File: config.mk
export PLATFORM = sky130hd
export DESIGN_NAME = csa_seq_multiplier
export DESIGN_NICKNAME = d
export VERILOG_FILES = /design/src/rtl/csa_seq_multiplier_pkg.sv /design/src/rtl/csa_seq_multiplier_csa_row.sv /design/src/rtl/csa_seq_multiplier.sv
export SDC_FILE = /design/constraint.sdc
export NUM_CORES = 1
export LEC_CHECK = 0
export CAP_MARGIN = 20
export CORE_ASPECT_RATIO = 0.8
export CORE_UTILIZATION = 35
export DETAILED_ROUTE_END_ITERATION = 6
export SYNTH_ARGS = -nofsm -noshare
export SYNTH_HDL_FRONTEND = slang
export SYNTH_HIERARCHICAL = 1
export SYNTH_SLANG_ARGS = --single-unit
File: constraint.sdc
create_clock -name clk -period 7.2 [get_ports clk]
set_input_delay 2.16 -clock clk [delete_from_list [all_inputs] [get_ports clk]]
set_output_delay 2.16 -clock clk [all_outputs]
set_load 0.03 [all_outputs]
File: src/rtl/csa_seq_multiplier_pkg.sv
// Shared definitions for the carry-save sequential multiplier: FSM state
// encoding and the iteration-counter width.
package csa_seq_multiplier_pkg;

    typedef enum logic [1:0] {
        IDLE    = 2'd0,
        ACCUM   = 2'd1,
        RESOLVE = 2'd2,
        DONE    = 2'd3
    } state_t;

    // Counter must index every multiplier bit 0..bw-1; keep at least one bit.
    function automatic int cnt_width(input int bw);
        return (bw > 1) ? $clog2(bw) : 1;
    endfunction

endpackage

File: src/rtl/csa_seq_multiplier_csa_row.sv
// One row of 3:2 compressors: W independent full adders, carries left
// unshifted so the caller decides how to realign them.
module full_adder (
    input  logic i_a,
    input  logic i_b,
    input  logic i_ci,
    output logic o_s,
    output logic o_co
);
    assign o_s  = i_a ^ i_b ^ i_ci;
    assign o_co = (i_a & i_b) | (i_a & i_ci) | (i_b & i_ci);
endmodule

module csa_row #(
    parameter int W = 16
) (
    input  logic [W-1:0] x,
    input  logic [W-1:0] y,
    input  logic [W-1:0] z,
    output logic [W-1:0] s,
    output logic [W-1:0] c
);
    for (genvar i = 0; i < W; i++) begin : g_fa
        full_adder u_fa (
            .i_a  (x[i]),
            .i_b  (y[i]),
            .i_ci (z[i]),
            .o_s  (s[i]),
            .o_co (c[i])
        );
    end
endmodule

File: src/rtl/csa_seq_multiplier.sv
// Sequential unsigned BW x BW multiplier: one partial product per cycle into
// a carry-save accumulator, then a single carry-propagate cycle.
module csa_seq_multiplier
    import csa_seq_multiplier_pkg::*;
#(
    parameter int BW = 8
) (
    input  logic            clk,
    input  logic            rst_n,
    input  logic            in_valid,
    output logic            in_ready,
    input  logic [BW-1:0]   a,
    input  logic [BW-1:0]   b,
    output logic            out_valid,
    input  logic            out_ready,
    output logic [2*BW-1:0] product,
    output logic            busy,
    output state_t          dbg_state
);
    // Handshakes: a transfer happens on a rising edge where valid and ready
    // are both high; valid never depends on ready within the same cycle.

    localparam int PW = 2 * BW;
    localparam int CW = cnt_width(BW);
    localparam logic [CW-1:0] LAST_CNT = CW'(BW - 1);

    state_t          r_state;
    logic [BW-1:0]   r_a;
    logic [BW-1:0]   r_b;
    logic [CW-1:0]   r_cnt;
    logic [PW-1:0]   r_s;
    logic [PW-1:0]   r_c;
    logic [PW-1:0]   r_product;

    logic [PW-1:0]   w_a_ext;
    logic [PW-1:0]   w_pp;
    logic [PW-1:0]   w_row_s;
    logic [PW-1:0]   w_row_c;
    logic [PW-1:0]   w_sum;

    assign w_a_ext = {{BW{1'b0}}, r_a};
    assign w_pp    = r_b[r_cnt] ? (w_a_ext << r_cnt) : '0;

    csa_row #(.W(PW)) u_row (
        .x (r_s),
        .y (r_c),
        .z (w_pp),
        .s (w_row_s),
        .c (w_row_c)
    );

    // Generate/propagate ripple adder resolving the redundant S/C pair.
    always_comb begin
        logic cy;
        cy    = 1'b0;
        w_sum = '0;
        for (int i = 0; i < PW; i++) begin
            w_sum[i] = r_s[i] ^ r_c[i] ^ cy;
            cy       = (r_s[i] & r_c[i]) | ((r_s[i] ^ r_c[i]) & cy);
        end
    end

    always_ff @(posedge clk or negedge rst_n) begin
        if (!rst_n) begin
            r_state   <= IDLE;
            r_a       <= '0;
            r_b       <= '0;
            r_cnt     <= '0;
            r_s       <= '0;
            r_c       <= '0;
            r_product <= '0;
        end else begin
            case (r_state)
                IDLE: begin
                    if (in_valid) begin
                        r_a     <= a;
                        r_b     <= b;
                        r_s     <= '0;
                        r_c     <= '0;
                        r_cnt   <= '0;
                        r_state <= ACCUM;
                    end
                end
                ACCUM: begin
                    r_s   <= w_row_s;
                    // Carry MSB is always zero since the product fits in PW bits.
                    r_c   <= w_row_c << 1;
                    r_cnt <= r_cnt + CW'(1);
                    if (r_cnt == LAST_CNT) begin
                        r_state <= RESOLVE;
                    end
                end
                RESOLVE: begin
                    r_product <= w_sum;
                    r_state   <= DONE;
                end
                DONE: begin
                    if (out_ready) begin
                        r_state <= IDLE;
                    end
                end
                default: r_state <= IDLE;
            endcase
        end
    end

    assign in_ready  = (r_state == IDLE);
    assign out_valid = (r_state == DONE);
    assign busy      = (r_state == ACCUM) || (r_state == RESOLVE);
    assign product   = r_product;
    assign dbg_state = r_state;

endmodule

### Yosys cells after proc, flatten, opt, wreduce, memory -nomap -nowiden

Index checks and enable logic that the tools add are counted.

| word-level totals | value |
|---|---|
| input bits | 20 |
| logic and storage cells | 185 |
| output and inout port bits | 21 |
| flip-flop bits (word level) | 69 |

| operators by class | value |
|---|---|
| magnitude comparators | 1 |
| bitwise gates (word level) | 150 |
| equal/unequal tests | 7 |
| $add $sub $neg | 1 |
| shifts and indexed selects | 1 |
| reductions and logical operators | 6 |
| muxes and demuxes | 12 |

Operators by type and width:

| cell | number |
|---|---|
| case mux 16 bit (2 select lines) | 2 |
| AND 1 bit | 59 |
| bitwise XOR 1 bit | 47 |
| bitwise OR 1 bit | 44 |
| 2-to-1 mux 16 bit | 2 |
| left shift 8 x 3 -> 16 bit | 1 |
| case mux 2 bit (4 select lines) | 1 |
| 2-to-1 mux 2 bit | 3 |
| case mux 3 bit (2 select lines) | 1 |
| == test 2 bit, second input constant | 2 |
| less-than comparator 3 x 4 -> 1 bit, second input constant | 1 |
| inequality test 2 bit, second input constant | 2 |
| AND reduction 2 bit | 2 |
| adder 3 x 1 -> 3 bit, second input constant | 1 |
| binary-select mux 1 bit (select 3 bit) | 1 |
| == test 3 bit, second input constant | 1 |
| 2-to-1 mux 3 bit | 1 |
| AND reduction 3 bit | 1 |
| == test 2 x 1 -> 1 bit, second input constant | 1 |
| logical NOT 2 bit | 1 |
| inequality test 2 x 1 -> 1 bit, second input constant | 1 |
| nonzero test 2 bit | 1 |
| logical OR 1 bit | 1 |
| 2-to-1 mux 1 bit | 1 |

### Longest topological paths before layout

| depth | value |
|---|---|
| depth after elaboration | 30 |
| depth in mapped cells | 16 |

### Modules after synthesis

The synthesis kept the hierarchy.

Modules (own cells, without submodules):

| module | seq. area each (um2) | area each (um2) | cells an instance | times used |
|---|---|---|---|---|
| csa_seq_multiplier | 1701.6 | 3305.7 | 230 | 1 |
| full_adder | 0.0 | 20.0 | 1 | 16 |

### Worst setup path before layout

No wires, ideal clock.

| timing | value |
|---|---|
| path type | register -> register |
| start point | register r_s[1] |
| end point | register r_product[15], in the netlist product[15] |
| data arrival time | 5.898 ns |
| cell stages (with the launch flop) | 17 |
| library setup time | 0.125 ns |
| data required time | 7.075 ns |
| period minus slack after synthesis | 6.023 ns |
| path slack | 1.177 ns |
| path through | dfrtp_1 -> ha_1 -> fa_1 -> fa_1 -> fa_1 -> fa_1 -> fa_1 -> fa_1 -> fa_1 -> fa_1 -> fa_1 -> fa_1 -> fa_1 -> fa_1 -> fa_1 -> xnor2_1 -> mux2_2 |

| on the way | value |
|---|---|
| word-level cells in the longest chain between the ends | 30 |

Ends and longest elaborated chain:

| element | RTL line | text |
|---|---|---|
| start: declaration | csa_seq_multiplier.sv:31 | `logic [PW-1:0] r_s;` |
| start signal: assignment | csa_seq_multiplier.sv:85 | `r_s <= w_row_s;` |
| bitwise XOR 1 bit | csa_seq_multiplier.sv:59 | `cy = (r_s[i] & r_c[i]) \| ((r_s[i] ^ r_c[i]) & cy);` |
| AND 1 bit | csa_seq_multiplier.sv:59 |  |
| bitwise OR 1 bit * | csa_seq_multiplier.sv:59 |  |
| AND 1 bit * | csa_seq_multiplier.sv:59 |  |
| bitwise OR 1 bit * | csa_seq_multiplier.sv:59 |  |
| AND 1 bit * | csa_seq_multiplier.sv:59 |  |
| bitwise OR 1 bit * | csa_seq_multiplier.sv:59 |  |
| AND 1 bit * | csa_seq_multiplier.sv:59 |  |
| [14 not listed] | -- |  |
| bitwise OR 1 bit * | csa_seq_multiplier.sv:59 |  |
| AND 1 bit * | csa_seq_multiplier.sv:59 |  |
| bitwise OR 1 bit * | csa_seq_multiplier.sv:59 |  |
| AND 1 bit * | csa_seq_multiplier.sv:59 |  |
| bitwise OR 1 bit * | csa_seq_multiplier.sv:59 |  |
| AND 1 bit * | csa_seq_multiplier.sv:59 |  |
| bitwise OR 1 bit * | csa_seq_multiplier.sv:59 |  |
| bitwise XOR 1 bit * | csa_seq_multiplier.sv:58 | `w_sum[i] = r_s[i] ^ r_c[i] ^ cy;` |
| end signal: assignment | csa_seq_multiplier.sv:94 | `r_product <= w_sum;` |
| end: declaration | csa_seq_multiplier.sv:33 | `logic [PW-1:0] r_product;` |

Mark *: on every way between the ends. The rest lies on a longest branch, timed or not.
A chain may end at the register's enable or synchronous reset.

### Final worst setup path

Same ends and word-level chain as after synthesis.

==> impl_metrics.py <==
metrics = {
    "cts": {
        "ctsResizeCount": 0,
        "post_cts.repair.setup_buffers": 0,
        "hold_buffers": 0,
        "clock_latency_ns": 0.33,
        "cts_sinks": 68,
        "clock_path_buffers": 2,
        "cts-root-buf": "clkbuf_16",
        "cts.clk_slew.worst_paths_ns": 0.05,
        "cts_max_level": 3,
        "cts_tree": "built",
        "cts_inserted_buffers": 9,
    },
    "timing": {
        "hold_slack_ns": 0.5013,
        "tns_ns": 0,
        "rsz0062_at_grt": "no",
        "period_share_pct": 86.82,
        "maxSlewHeadroom_pct": 41.14,
        "layout_min_cycle_time_ns": 6.251,
        "hold_violations": 0,
        "setup_viol": 0,
        "tightest_slew_ns": 0.8829,
        "finalMaxSlewViolations": 0,
        "max_freq_mhz": 160.0,
        "fin_skew_ns": 0.007130,
    },
    "synthesis": {
        "syn_area_mm2": 0.003626,
        "synth-main-ff-cell": "dfrtp_1",
        "synth_seq_cells": 68,
        "netlist.area_leader.share_pct": 46.93,
        "synth_async_sr_flop_share_pct": 100.0,
        "yosys.area.top_type": "dfrtp_1",
        "yosysWarnings": 6,
        "netlist_top_cells_area": "dfrtp_1 47%, fa_1 16%, mux2_2 11%",
        "syn_inst": 246,
        "syn_avg_cell_area_um2": 14.74,
        "ys_seq_area_share_pct": 46.93,
        "yosysMostFrequentCell": "dfrtp_1",
        "synth_common_cells": "68 x dfrtp_1, 36 x mux2_2, 33 x a22o_1, 29 x fa_1",
        "synth_cell_types": 32,
        "synth_edf_count": 0,
    },
    "placement": {
        "detailed_place_hpwl_um": 4638,
        "place_inst": 410,
        "portBuffers": 40,
        "place_congestion": 0.7170,
    },
    "worst_setup_path": {
        "critical_path.endpoint": "product[15]",
        "max_stage_delay_ns": 0.41,
        "rr_worst_depth": 16,
        "path_max_fanout": 3,
        "worstReg2RegEnd": "product[15]",
        "path_class": "reg -> reg",
        "crit_path_start": "r_s[1]",
        "arrival_ns": 6.47,
        "worstPathCellList": "ha_1 > fa_1 > fa_1 > fa_1 > fa_1 > fa_1 > fa_1 > fa_1 > fa_1 > fa_1 > fa_1 > fa_1 > fa_1 > fa_1 > xnor2_1 > mux2_2",
        "slowest_stage": "dfrtp_1",
        "cp.required_ns": 7.41,
        "r2r-start": "r_s[1]",
        "cp-end-kind": "flip-flop",
        "rrSetupSlack_ns": 0.95,
        "startpoint_type": "flip-flop",
        "cp_common_cell": "fa_1",
    },
    "run": {
        "drv_cap": 0,
    },
    "route": {
        "vias": 2086,
        "detail-route-antenna-nets": 0,
        "drc": 0,
        "vias_per_cell": 4.943,
        "detail_route.iter0.violations": 92,
        "dr.pass1.iters": 5,
        "wire_per_inst_um": 16.30,
        "wl_um": 6878,
    },
    "worst_hold_path": {
        "hp-class": "reg -> reg",
        "hold_depth": 1,
    },
    "floorplanning": {
        "num_rows": 32,
        "dieArea_mm2": 0.01077,
        "fp.dieH_um": 93.04,
        "ioPinCount": 41,
        "core_area_mm2": 0.009849,
        "dieWidth_um": 115.8,
        "start_util_pct": 36.81,
    },
    "global_route": {
        "grtUsageMet1_pct": 22.85,
        "grt_util_met2_pct": 20.24,
        "antenna_found_initial": 0,
        "use_met3_pct": 4.666,
        "grt_overflow": 0,
        "grt_util_all_layers_pct": 15.24,
        "grt_pass1_vias": 2249,
        "grt_max_degree": 69,
        "grt_busiest_layer": "met1",
        "grt_first_pass_wirelength_um": 12080,
    },
    "outcome": {
        "outcome": "completed",
    },
    "finish": {
        "nFillCells": 924,
        "final_util_pct": 44.50,
        "syn_to_final_growth_pct": 20.88,
        "layout-drive-gt1-share_pct": 20.63,
        "nets": 341,
        "stdcell_count": 422,
        "diodes": 0,
    },
    "power": {
        "p_leak_uw": 0.002007,
        "vdd_drop_max_mv": 0.1714,
        "power.density_mw_per_mm2": 461.6,
    },
}
metal layers:
metal | wire length, um | share of wire [%]
met2 | 2969 | 43
met3 | 235 | 3.4
met1 | 3566 | 52
met4 | 107 | 1.6
met5 | 0 | 0
metrics by stage:
stage                     area [um2]  total power (uW)  worst slack, ns
after floorplan                 3630              1373            1.177
after global placement          4136              1626            1.016
after detailed placement        4136              1659           0.8914
after CTS                       4383              2052           0.8870
after global routing            4383              2183           0.6956
final                           4383              2023           0.9487
flip-flops by register name, summed over array words and instances, names as in the netlist:
name / count
r_b: 8
r_s: 16
product: 16
r_cnt: 3
r_c: 15
r_a: 8
dbg_state: 2
kinds of logic after synthesis:
family	count (synthesis)	share of synthesized area [%]
DFF	68	46.93
AOI/OAI and AO/OA	42	10.25
other	1	0.1034
muxes	47	16.84
buffers and inverters	23	2.967
and+or+nand+nor	27	4.003
xor gates and xnor gates	2	0.4832
adders and majority gates	36	18.43
worst min-delay path by stage:
stage	from	to	slack, ns
6_report	product[8]	product[8]	0.50
5_1_grt	product[3]	product[3]	0.52
4_1_cts	r_b[3]	r_b[3]	0.50
3_5_place_dp	r_b[3]	r_b[3]	0.49
3_3_place_gp	r_b[4]	r_b[4]	0.48
2_1_floorplan	r_b[2]	r_b[2]	0.47
worst max-delay path: cells and delay by family (launching register included):
| kind | cells | cell delay, ns |
|---|---|---|
| mux | 1 | 0.26 |
| fa+ha+maj | 14 | 5.32 |
| xor+xnor | 1 | 0.14 |
| flops | 1 | 0.41 |
report_power, final:
group          total (uW)  internal (uW)  leakage, uW  switching (uW)
Clock                 380            234     0.000120             146
Combinational         938            465      0.00100             474
Sequential            705            530     0.000884             175
layout make-up:
cell class | instances | area [um2] | area share, %
multi-input cells | 156 | 1821 | 41.54
well taps | 136 | 170.2 | 3.882
flip-flops and latches | 68 | 1702 | 38.82
repair buffers | 43 | 417.9 | 9.535
clock buffers | 12 | 246.5 | 5.624
inverters | 7 | 26.28 | 0.5995
placed cells by master, fill, tap and decap left out, drive strengths merged:
| master | count |
|---|---|
| dfrtp | 68 |
| a22o | 33 |
| ha | 7 |
| a32o | 1 |
| fa | 29 |
| nor3 | 1 |
| clkinv | 1 |
| o21a | 2 |
| and3 | 2 |
| mux4 | 7 |
| nand3b | 1 |
| o31ai | 4 |
| xnor2 | 2 |
| nor4b | 2 |
| nand3 | 8 |
| clkdlybuf4s50 | 39 |
| inv | 6 |
| buf | 4 |
| nand2b | 1 |
| clkbuf | 12 |
| mux2 | 36 |
| and2 | 1 |
| mux2i | 4 |
| nand2 | 6 |
| o41ai | 1 |
| o221a | 1 |
| nor2 | 5 |
| conb | 2 |
(Power assumes the default switching activity.)
